`src/rtl/dmem_sram_bridge_pkg.sv`:
```
// Shared memory-stage types: request structs, bus FSM state codes, kseg mapping.
// Latency: n/a (types and a combinational helper only).
// Backpressure: n/a.
package dmem_sram_bridge_pkg;

  typedef logic [31:0] word_t;

  // Read request from the memory stage: {ren, addr, size}
  typedef struct packed {
    logic       ren;
    word_t      addr;
    logic [1:0] size;
  } m_r_t;

  // Write request from the memory stage: {wen, addr, size, data}
  typedef struct packed {
    logic       wen;
    word_t      addr;
    logic [1:0] size;
    word_t      data;
  } m_w_t;

  // Bus-side transaction state; plain codes so legacy logic can compare directly.
  typedef logic [2:0] dbus_state_t;
  localparam dbus_state_t ST_IDLE  = 3'd0;
  localparam dbus_state_t ST_REQ   = 3'd1;
  localparam dbus_state_t ST_RESP  = 3'd2;
  localparam dbus_state_t ST_DRAIN = 3'd3;
  localparam dbus_state_t ST_DONE  = 3'd4;

  // kseg0/kseg1 (0x8000_0000-0xBFFF_FFFF) fold onto the low 512 MB physical window.
  // Shared with the instruction-side bridge.
  function automatic word_t paddr_map(input word_t vaddr, input logic map_kseg);
    if (map_kseg && (vaddr[31:30] == 2'b10)) begin
      return vaddr & 32'h1FFF_FFFF;
    end
    return vaddr;
  endfunction

endpackage

```
`src/rtl/dmem_sram_bridge.sv`:
```
// Data-memory responder: turns one mread/mwrite request into a class-SRAM bus transaction.
// Latency: 3 cycles best case from request to release (IDLE latch, REQ+addr_ok, RESP+data_ok, DONE).
// Backpressure: holds stall high until the transaction completes; flush withdraws or drains it.
//
// Ports:
//   clk, reset        - core clock, async active-low reset
//   mread, mwrite     - memory-stage requests (write wins when both are set)
//   flush             - exception/ERET flush of the memory stage
//   rd                - last completed read word
//   stall             - freezes the pipeline front-end while a transaction is in flight
//   data_*            - class-SRAM bus (req/addr_ok/data_ok handshake)
module dmem_sram_bridge
  import dmem_sram_bridge_pkg::*;
#(
  parameter bit MAP_KSEG = 1'b1
) (
  input  logic        clk,
  input  logic        reset,
  input  m_r_t        mread,
  input  m_w_t        mwrite,
  input  logic        flush,
  output word_t       rd,
  output logic        stall,
  output logic        data_req,
  output logic        data_wr,
  output logic [1:0]  data_size,
  output word_t       data_addr,
  output word_t       data_wdata,
  input  logic        data_addr_ok,
  input  logic        data_data_ok,
  input  word_t       data_rdata
);

  dbus_state_t state;
  logic        valid;
  logic        accept;
  word_t       sel_addr;
  logic [1:0]  sel_size;
  word_t       sel_wdata;

  // Write takes priority; the read half of a simultaneous request is dropped.
  always_comb begin
    valid     = mread.ren | mwrite.wen;
    accept    = (state == ST_IDLE) & valid & ~flush;
    sel_addr  = mwrite.wen ? mwrite.addr : mread.addr;
    sel_size  = mwrite.wen ? mwrite.size : mread.size;
    sel_wdata = mwrite.wen ? mwrite.data : 32'h0;
  end

  // The IDLE term lets the stage freeze in the very cycle the request appears.
  assign stall = accept | (state == ST_REQ) | (state == ST_RESP) | (state == ST_DRAIN);

  // data_wr/size/addr/wdata double as the request registers, so the bus sees
  // flop outputs that stay stable for the whole of REQ.
  always_ff @(posedge clk or negedge reset) begin
    if (!reset) begin
      state      <= ST_IDLE;
      rd         <= 32'h0;
      data_req   <= 1'b0;
      data_wr    <= 1'b0;
      data_size  <= 2'd0;
      data_addr  <= 32'h0;
      data_wdata <= 32'h0;
    end else begin
      case (state)
        ST_IDLE: begin
          if (accept) begin
            state      <= ST_REQ;
            data_req   <= 1'b1;
            data_wr    <= mwrite.wen;
            data_size  <= sel_size;
            data_addr  <= paddr_map(sel_addr, MAP_KSEG);
            data_wdata <= sel_wdata;
          end
        end

        ST_REQ: begin
          // data_ok cannot legally coincide with addr_ok; it is ignored here.
          if (data_addr_ok) begin
            data_req <= 1'b0;
            state    <= flush ? ST_DRAIN : ST_RESP;
          end else if (flush) begin
            data_req <= 1'b0;
            state    <= ST_IDLE;
          end
        end

        ST_RESP: begin
          if (data_data_ok) begin
            // A flush landing with the response means the consumer is gone:
            // skip DONE and keep the old rd.
            if (flush) begin
              state <= ST_IDLE;
            end else begin
              if (!data_wr) begin
                rd <= data_rdata;
              end
              state <= ST_DONE;
            end
          end else if (flush) begin
            state <= ST_DRAIN;
          end
        end

        ST_DRAIN: begin
          if (data_data_ok) begin
            state <= ST_IDLE;
          end
        end

        ST_DONE: begin
          // The completed request is still on mread/mwrite this cycle; do not re-accept it.
          state <= ST_IDLE;
        end

        default: begin
          state    <= ST_IDLE;
          data_req <= 1'b0;
        end
      endcase
    end
  end

endmodule
```
`config.mk`:
```
export PLATFORM = sky130hd
export DESIGN_NAME = dmem_sram_bridge
export DESIGN_NICKNAME = d
export VERILOG_FILES = /design/src/rtl/dmem_sram_bridge_pkg.sv /design/src/rtl/dmem_sram_bridge.sv
export SDC_FILE = /design/constraint.sdc
export NUM_CORES = 1
export LEC_CHECK = 0
export ABC_AREA = 1
export CAP_MARGIN = 10
export CORE_UTILIZATION = 35
export CTS_CLUSTER_SIZE = 10
export DETAILED_ROUTE_END_ITERATION = 7
export PLACE_DENSITY = 0.73
export SKIP_CTS_REPAIR_TIMING = 1
export SLEW_MARGIN = 20
export SYNTH_ARGS = -nofsm -noshare
export SYNTH_HDL_FRONTEND = slang
export SYNTH_SLANG_ARGS = --single-unit
```
`constraint.sdc`:
```
create_clock -name clk -period 1.6 [get_ports clk]
set_input_delay 0.48 -clock clk [delete_from_list [all_inputs] [get_ports clk]]
set_output_delay 0.48 -clock clk [all_outputs]
set_load 0.05 [all_outputs]
```
---- Word level (Yosys, flattened, before mapping) ----
Cells that the tools add are included.
storage, ports and cells
  register bits after elaboration ......... 103
  logic and storage cells ................. 52
operators by class
  equality and inequality tests ........... 9
  reduce and logical (&&, ||, !) cells .... 6
  bitwise logic cells ..................... 9
  multiplexer cells ....................... 21
operators by type and width
  kind                                                                    number
  32-bit 2-to-1 mux                                                       4
  3-bit 2-to-1 mux                                                        7
  3-bit one-hot mux with 4 select lines                                   1
  4-bit AND reduction                                                     2
  1-bit 2-to-1 mux                                                        7
  3-bit by 2-bit equality test with 1-bit output (second input constant)  2
  3-bit inequality test (second input constant)                           2
  2-bit inequality test (second input constant)                           2
  1-bit OR                                                                4
  3-bit by 1-bit equality test with 1-bit output (second input constant)  1
  3-bit equality test (second input constant)                             1
  3-bit logical NOT                                                       1
  1-bit inverter                                                          3
  1-bit one-hot mux with 3 select lines                                   1
  3-bit AND reduction                                                     1
  3-bit OR reduction                                                      1
  1-bit AND                                                               2
  2-bit equality test (second input constant)                             1
  2-bit 2-to-1 mux                                                        1
  2-bit AND reduction                                                     1

---- Longest topological paths before layout ----
Gate-level depths: netlist (run 1).
  depth after elaboration ................. 6
  gate-level depth with buffers ........... 9

---- Worst setup path after synthesis (run 1) ----
Ideal clock, no wire load.
  path kind ............................... input-to-output
  start ................................... in flush
  end ..................................... out stall
  arrival ................................. 1484 ps
  cell stages on the path ................. 3
  path buffers ............................ 0
  path slack .............................. -364 ps
  cell sequence ........................... inv_1 o21ai_2 a21oi_1
on the way
  word-level cells in the longest chain between the ends .. 5
RTL lines
  item                             line                    RTL
  start, declared                  dmem_sram_bridge.sv:21  input logic flush,
  1-bit inverter (no source line)  n/a
  1-bit AND                        dmem_sram_bridge.sv:44  accept = (state == ST_IDLE) & valid & ~flush;
  1-bit OR (3 in a row)            dmem_sram_bridge.sv:51  assign stall = accept | (state == ST_REQ) | (state == ST_RESP) | (state == ST_DRAIN);
  end, declared                    dmem_sram_bridge.sv:23  output logic stall,
Every way passes these cells.

---- Final worst setup path (run 1) ----
  start ................................... reg state[0]
  end ..................................... out stall
on the way
  word-level cells in the longest chain between the ends .. 6
RTL lines
  item                    line                    RTL
  start, declared         dmem_sram_bridge.sv:34  dbus_state_t state;
  start signal, assigned  dmem_sram_bridge.sv:81  state <= flush ? ST_DRAIN : ST_RESP;
  3-bit logical NOT       dmem_sram_bridge.sv:44
  1-bit AND (2 in a row)  dmem_sram_bridge.sv:44
  1-bit OR (2 in a row)   dmem_sram_bridge.sv:51
  1-bit OR *              dmem_sram_bridge.sv:51
Mark *: on every way between the ends. The rest lies on a longest branch, timed or not.

==> impl_metrics.tcl, run 1 <==
set metrics [dict create \
    hp-class "in -> async" \
    critPathArrivalTime_ns 1.14 \
    ys_warn_count 0 \
    cts_buffer_depth 2 \
    startpoint_type "flop" \
    worst_slack_ns -0.0221 \
    drive_gt1_share_pct 18.3 \
    max-cap-violations 0 \
    fin_cells 962 \
    yosys.area.top_type_share_pct 57.0 \
    finalCoreUtilization_pct 67.6 \
    syn_nets 686 \
    power.density_mw_per_mm2 2130 \
    io_pins 240 \
    cp_max_fo 3 \
    grt_pass1_vias 4319 \
    finalPower_w 0.0182 \
    final-setup-viol-count 1 \
    port_buffers 239 \
    path_clk_slew_ns 0.07 \
    placed_cell_area_mm2 0.00817 \
    syn_to_final_growth_pct 88.6 \
    synth-seq-cells 103 \
    finalHoldViolations 0 \
    synth_area_leaders "dfrtp_1, nand2_1, o21ai_0, inv_1, nand3_1" \
    tritoncts "done" \
    post-route-period-util_pct 101 \
    r2r.worst_path.cells 7 \
    skew_ns 0.00452 \
    status "finished with violations" \
    grt_max_degree 66 \
    initial_core_util_pct 35.8 \
    cts-root-buf "clkbuf_16" \
    antenna_found_initial 3 \
    dp.cells 942 \
    final_cell_mix "nand2_1, clkdlybuf4s50_1, buf_12" \
    final_common_cell "nand2_1" \
    dieArea_mm2 0.0134 \
    fin_area_mm2 0.00853 \
    hpwl_mm 10.2 \
    ant_nets 0 \
    ir_drop_uv 1390 \
    num_rows 41 \
    drc 0 \
    via_per_inst 4.53 \
    syn_inst 547 \
    core_mm2 0.0126 \
    cts_sinks 103 \
    critPathKind "reg -> out" \
    cts_buffers 9 \
    first_pass_iters 4 \
    gp_congestion 0.723 \
    grt_pass1_wl_mm 20.6 \
    reg2reg_to "rd[3]$_DFFE_PN0P_" \
    syn_area_mm2 0.00452 \
    finalSetupTns_ns -0.0221 \
    worstPathRequired_ns 1.12 \
    wl_mm 13.1 \
    r2r-start "state[0]$_DFFE_PN0P_" \
    yosysTopAreaCell "dfrtp_1" \
    die_h_um 116 \
    insertion_delay_ns 0.34 \
    slew_headroom_pct 67.9 \
    drv_slew 0 \
    r2r_slack_ns 0.09 \
    drt_iter0_drc 210 \
    min_period_ns 1.62 \
    die_w_um 116 \
    ys_seq_area_share_pct 57.0 \
    fmax_ghz 0.617 \
    synth_cell_types 23 \
    grt_use_total_pct 20.0 \
    grt-ovfl-total 0 \
    worst_setup_path_end_kind "output port" \
    rsz0062_at_grt "yes" \
    p_leak_nw 4.19 \
    tightest_slew_ns 0.482 \
    ctsHtreeMaxLevel 3 \
    nets 922 \
    violations "setup timing" \
    vias 4361 \
    routedWlPerCell_um 13.7 \
    postSynthAreaPerCell_um2 8.27 \
]
## worst max path at each step
stage / from / endpoint / slack [ns] / cells after the start
floorplan: flush / stall / 0.06 / 3
global placement: flush / stall / -0.39 / 6
detailed placement: flush / stall / -0.41 / 6
CTS: flush / stall / -0.41 / 6
global route: state[0]$_DFFE_PN0P_ / stall / -0.07 / 3
finish: state[0]$_DFFE_PN0P_ / stall / -0.02 / 3
## power breakdown
part | internal [W] | switching (W)
registers | 0.00372 | 0.00122
clock network | 0.00146 | 0.000919
logic | 0.00516 | 0.00574
## flip-flops by register name (all words and copies together), names as in the netlist
signal / count
data_wdata: 32
data_req: 1
rd: 32
data_wr: 1
data_addr: 32
data_size: 2
state: 3
## worst max-delay path, cell delays in order, from the launching register on
cell and delay (ns):
dfrtp_1 0.42, nor2_4 0.16, a21oi_4 0.08, buf_12 0.15
## per-layer routing
metal	track usage [%]	wire, µm
met1	21.0	4980
met2	35.7	6520
met3	7.58	1270
met4	8.97	356
met5	0	12
## synth_stat cells
master,number
a21oi_1,2
buf_1,1
buf_2,19
buf_6,3
clkbuf_1,7
clkbuf_2,1
dfrtp_1,103
inv_1,73
inv_2,2
nand2_1,180
nand2_2,1
nand3_1,42
nand3b_1,1
nand4_1,1
nand4_2,1
nor2_1,6
nor2_2,1
nor2_4,1
nor2_8,1
nor4_1,1
o21ai_0,79
o21ai_1,20
o21ai_2,1
## layout make-up
type / instances / area (µm²)
fill: 966 / 4090
timing repair buffer: 256 / 3610
sequential: 103 / 2580
multi-input combinational: 338 / 1520
inverter: 75 / 282
clock buffer: 13 / 260
tap: 172 / 215
clock inverter: 3 / 65.1
antenna: 2 / 5.00
## stage by stage
stage	worst slack (ns)	hold slack [ns]
floorplan	0.0571	0.184
global placement	-0.393	0.515
detailed placement	-0.412	0.518
CTS	-0.415	0.146
global route	-0.0726	0.165
finish	-0.0221	0.127
## kinds of logic (layout without fill, tap and decap cells)
family,Yosys count,in the layout,share of synthesized area [%]
and+or+nand+nor,236,236,21.8
DFF,103,103,57.0
AOI/OAI and AO/OA,102,102,11.4
buffers and inverters,106,347,9.85
other,0,2,0
Power figures use the tool's default switching activity.
==> inputs of run 2 (changes only) <==
--- a/config.mk
+++ b/config.mk
@@ -7,10 +7,10 @@
 export LEC_CHECK = 0
 export ABC_AREA = 1
 export CAP_MARGIN = 10
-export CORE_UTILIZATION = 35
+export CORE_UTILIZATION = 39
 export CTS_CLUSTER_SIZE = 10
 export DETAILED_ROUTE_END_ITERATION = 7
-export PLACE_DENSITY = 0.73
+export PLACE_DENSITY = 0.8
 export SKIP_CTS_REPAIR_TIMING = 1
 export SLEW_MARGIN = 20
 export SYNTH_ARGS = -nofsm -noshare
==> impl_metrics.tcl, run 2 (synthesis results as in run 1) <==
set metrics [dict create \
    status "finished with violations" \
    violations "setup timing" \
    worstPathCellList "nor2_4, a21oi_4, buf_12" \
    path_clk_slew_ns 0.07 \
    min_period_ns 1.63 \
    placed_cell_area_mm2 0.00819 \
    slowest_stage "dfrtp_1" \
    nets 925 \
    die_w_um 110 \
    io_pins 240 \
    finalHoldViolations 0 \
    critPathKind "reg -> out" \
    final-setup-viol-count 1 \
    drt_iter0_drc 238 \
    ant_nets 0 \
    num_rows 38 \
    dieArea_mm2 0.0120 \
    drc 0 \
    port_buffers 239 \
    fin_cells 931 \
    grt_max_degree 75 \
    biggestRegsByFlops "data_addr: 32 flops, data_wdata: 32 flops, rd: 32 flops" \
    power.density_mw_per_mm2 2160 \
    num-fill-cells 727 \
    fmax_ghz 0.614 \
    slowest_delay_ns 0.41 \
    grt_pass1_wl_mm 23.0 \
    power.internal_w 0.0103 \
    wl_mm 14.9 \
    switching_power_w 0.00813 \
    vias 4563 \
    grt_use_total_pct 25.6 \
    grt-ovfl-total 0 \
    ctsHtreeMaxLevel 3 \
    tritoncts "done" \
    grt_pass1_vias 4832 \
    dp.cells 915 \
    cp_max_fo 3 \
    via_per_inst 4.90 \
    cts_buffer_depth 2 \
    fin_area_mm2 0.00852 \
    worstPathRequired_ns 1.12 \
    cts_sinks 103 \
    drive_gt1_share_pct 18.8 \
    p_leak_nw 4.20 \
    finalSetupTns_ns -0.0288 \
    startpoint_type "flop" \
    max-cap-violations 0 \
    syn_to_final_growth_pct 88.5 \
    drv_slew 0 \
    ir_drop_uv 1400 \
    skew_ns 0.00830 \
    combPwrFrac_pct 59.9 \
    worst_slack_ns -0.0288 \
    antenna_found_initial 0 \
    worst-path-buf-inv 1 \
    cts_buffers 9 \
    worst_setup_path_end_kind "output port" \
    post-route-period-util_pct 102 \
    final_cell_mix "nand2_1, clkdlybuf4s50_1, buf_12" \
    cts-root-buf "clkbuf_16" \
    seqPwrFrac_pct 26.9 \
    routedWlPerCell_um 16.0 \
    tightest_slew_ns 0.335 \
    final_common_cell "nand2_1" \
    insertion_delay_ns 0.35 \
    hp-class "in -> reg" \
    gp_congestion 0.890 \
    initial_core_util_pct 40.8 \
    cpLargestDelayFamily "flip-flops" \
    r2r_slack_ns 0.12 \
    rsz0062_at_grt "yes" \
    antenna_cells 0 \
    critPathArrivalTime_ns 1.15 \
    p_sw_share_pct 44.1 \
    hpwl_mm 11.5 \
    clkPwrFrac_pct 13.1 \
    slew_headroom_pct 77.7 \
    core_mm2 0.0111 \
    first_pass_iters 4 \
    die_h_um 110 \
    finalPower_w 0.0184 \
    whs_ns 0.455 \
]
==> run 2: stage by stage <==
stage / worst slack [ns] / util [%]
6_report: -0.0288 / 76.9
5_1_grt: -0.0612 / 76.9
4_1_cts: -0.408 / 76.9
3_5_place_dp: -0.391 / 73.9
3_3_place_gp: -0.376 / 73.9
2_1_floorplan: 0.0571 / -
==> run 2: power by group through the flow <==
stage                     clock network, W  registers [W]  logic [W]
after floorplan                          0        0.00809    0.00167
after global placement                   0        0.00491     0.0108
after detailed placement                 0        0.00500     0.0111
after CTS                          0.00247        0.00497     0.0111
after global routing               0.00256        0.00509     0.0115
final                              0.00242        0.00496     0.0110
==> run 2: final cells by class <==
type / count / area, µm² / share of cell area, %
Timing Repair Buffer: 259 / 3650 / 42.8
Sequential cell: 103 / 2580 / 30.2
Multi-Input combinational cell: 338 / 1510 / 17.7
Inverter: 75 / 282 / 3.30
Clock buffer: 10 / 239 / 2.80
Tap cell: 140 / 175 / 2.06
Clock inverter: 6 / 92.6 / 1.09
==> run 2: per-layer routing <==
| layer | global-route usage (%) | up-vias | wire length, µm |
|---|---|---|---|
| li1 | - | 2189 | - |
| met1 | 24.2 | 2121 | 5040 |
| met2 | 48.1 | 219 | 7810 |
| met3 | 9.54 | 34 | 1580 |
| met4 | 12.5 | 0 | 481 |
| met5 | 0 | - | 0 |
==> run 2: final timing paths <==
check,cells past startpoint,startpoint,endpoint
worst max-delay path,3,state[0]$_DFFE_PN0P_,stall
worst min-delay path,3,flush,state[2]$_DFFE_PN0P_
worst max register to register,7,state[2]$_DFFE_PN0P_,rd[18]$_DFFE_PN0P_
worst min register to register,2,data_req$_DFFE_PN0P_,data_req$_DFFE_PN0P_
max in group asynchronous,3,reset,data_addr[24]$_DFFE_PN0P_
min in group asynchronous,2,reset,rd[30]$_DFFE_PN0P_
==> run 2: worst reg2reg max path, stage by stage, from the launching register on <==
cell     delay, ns
dfrtp_1       0.46
inv_2         0.09
nand2_1       0.11
nor2_2        0.14
nand4_2       0.17
buf_4         0.23
nand2_1       0.07
o21ai_0       0.09
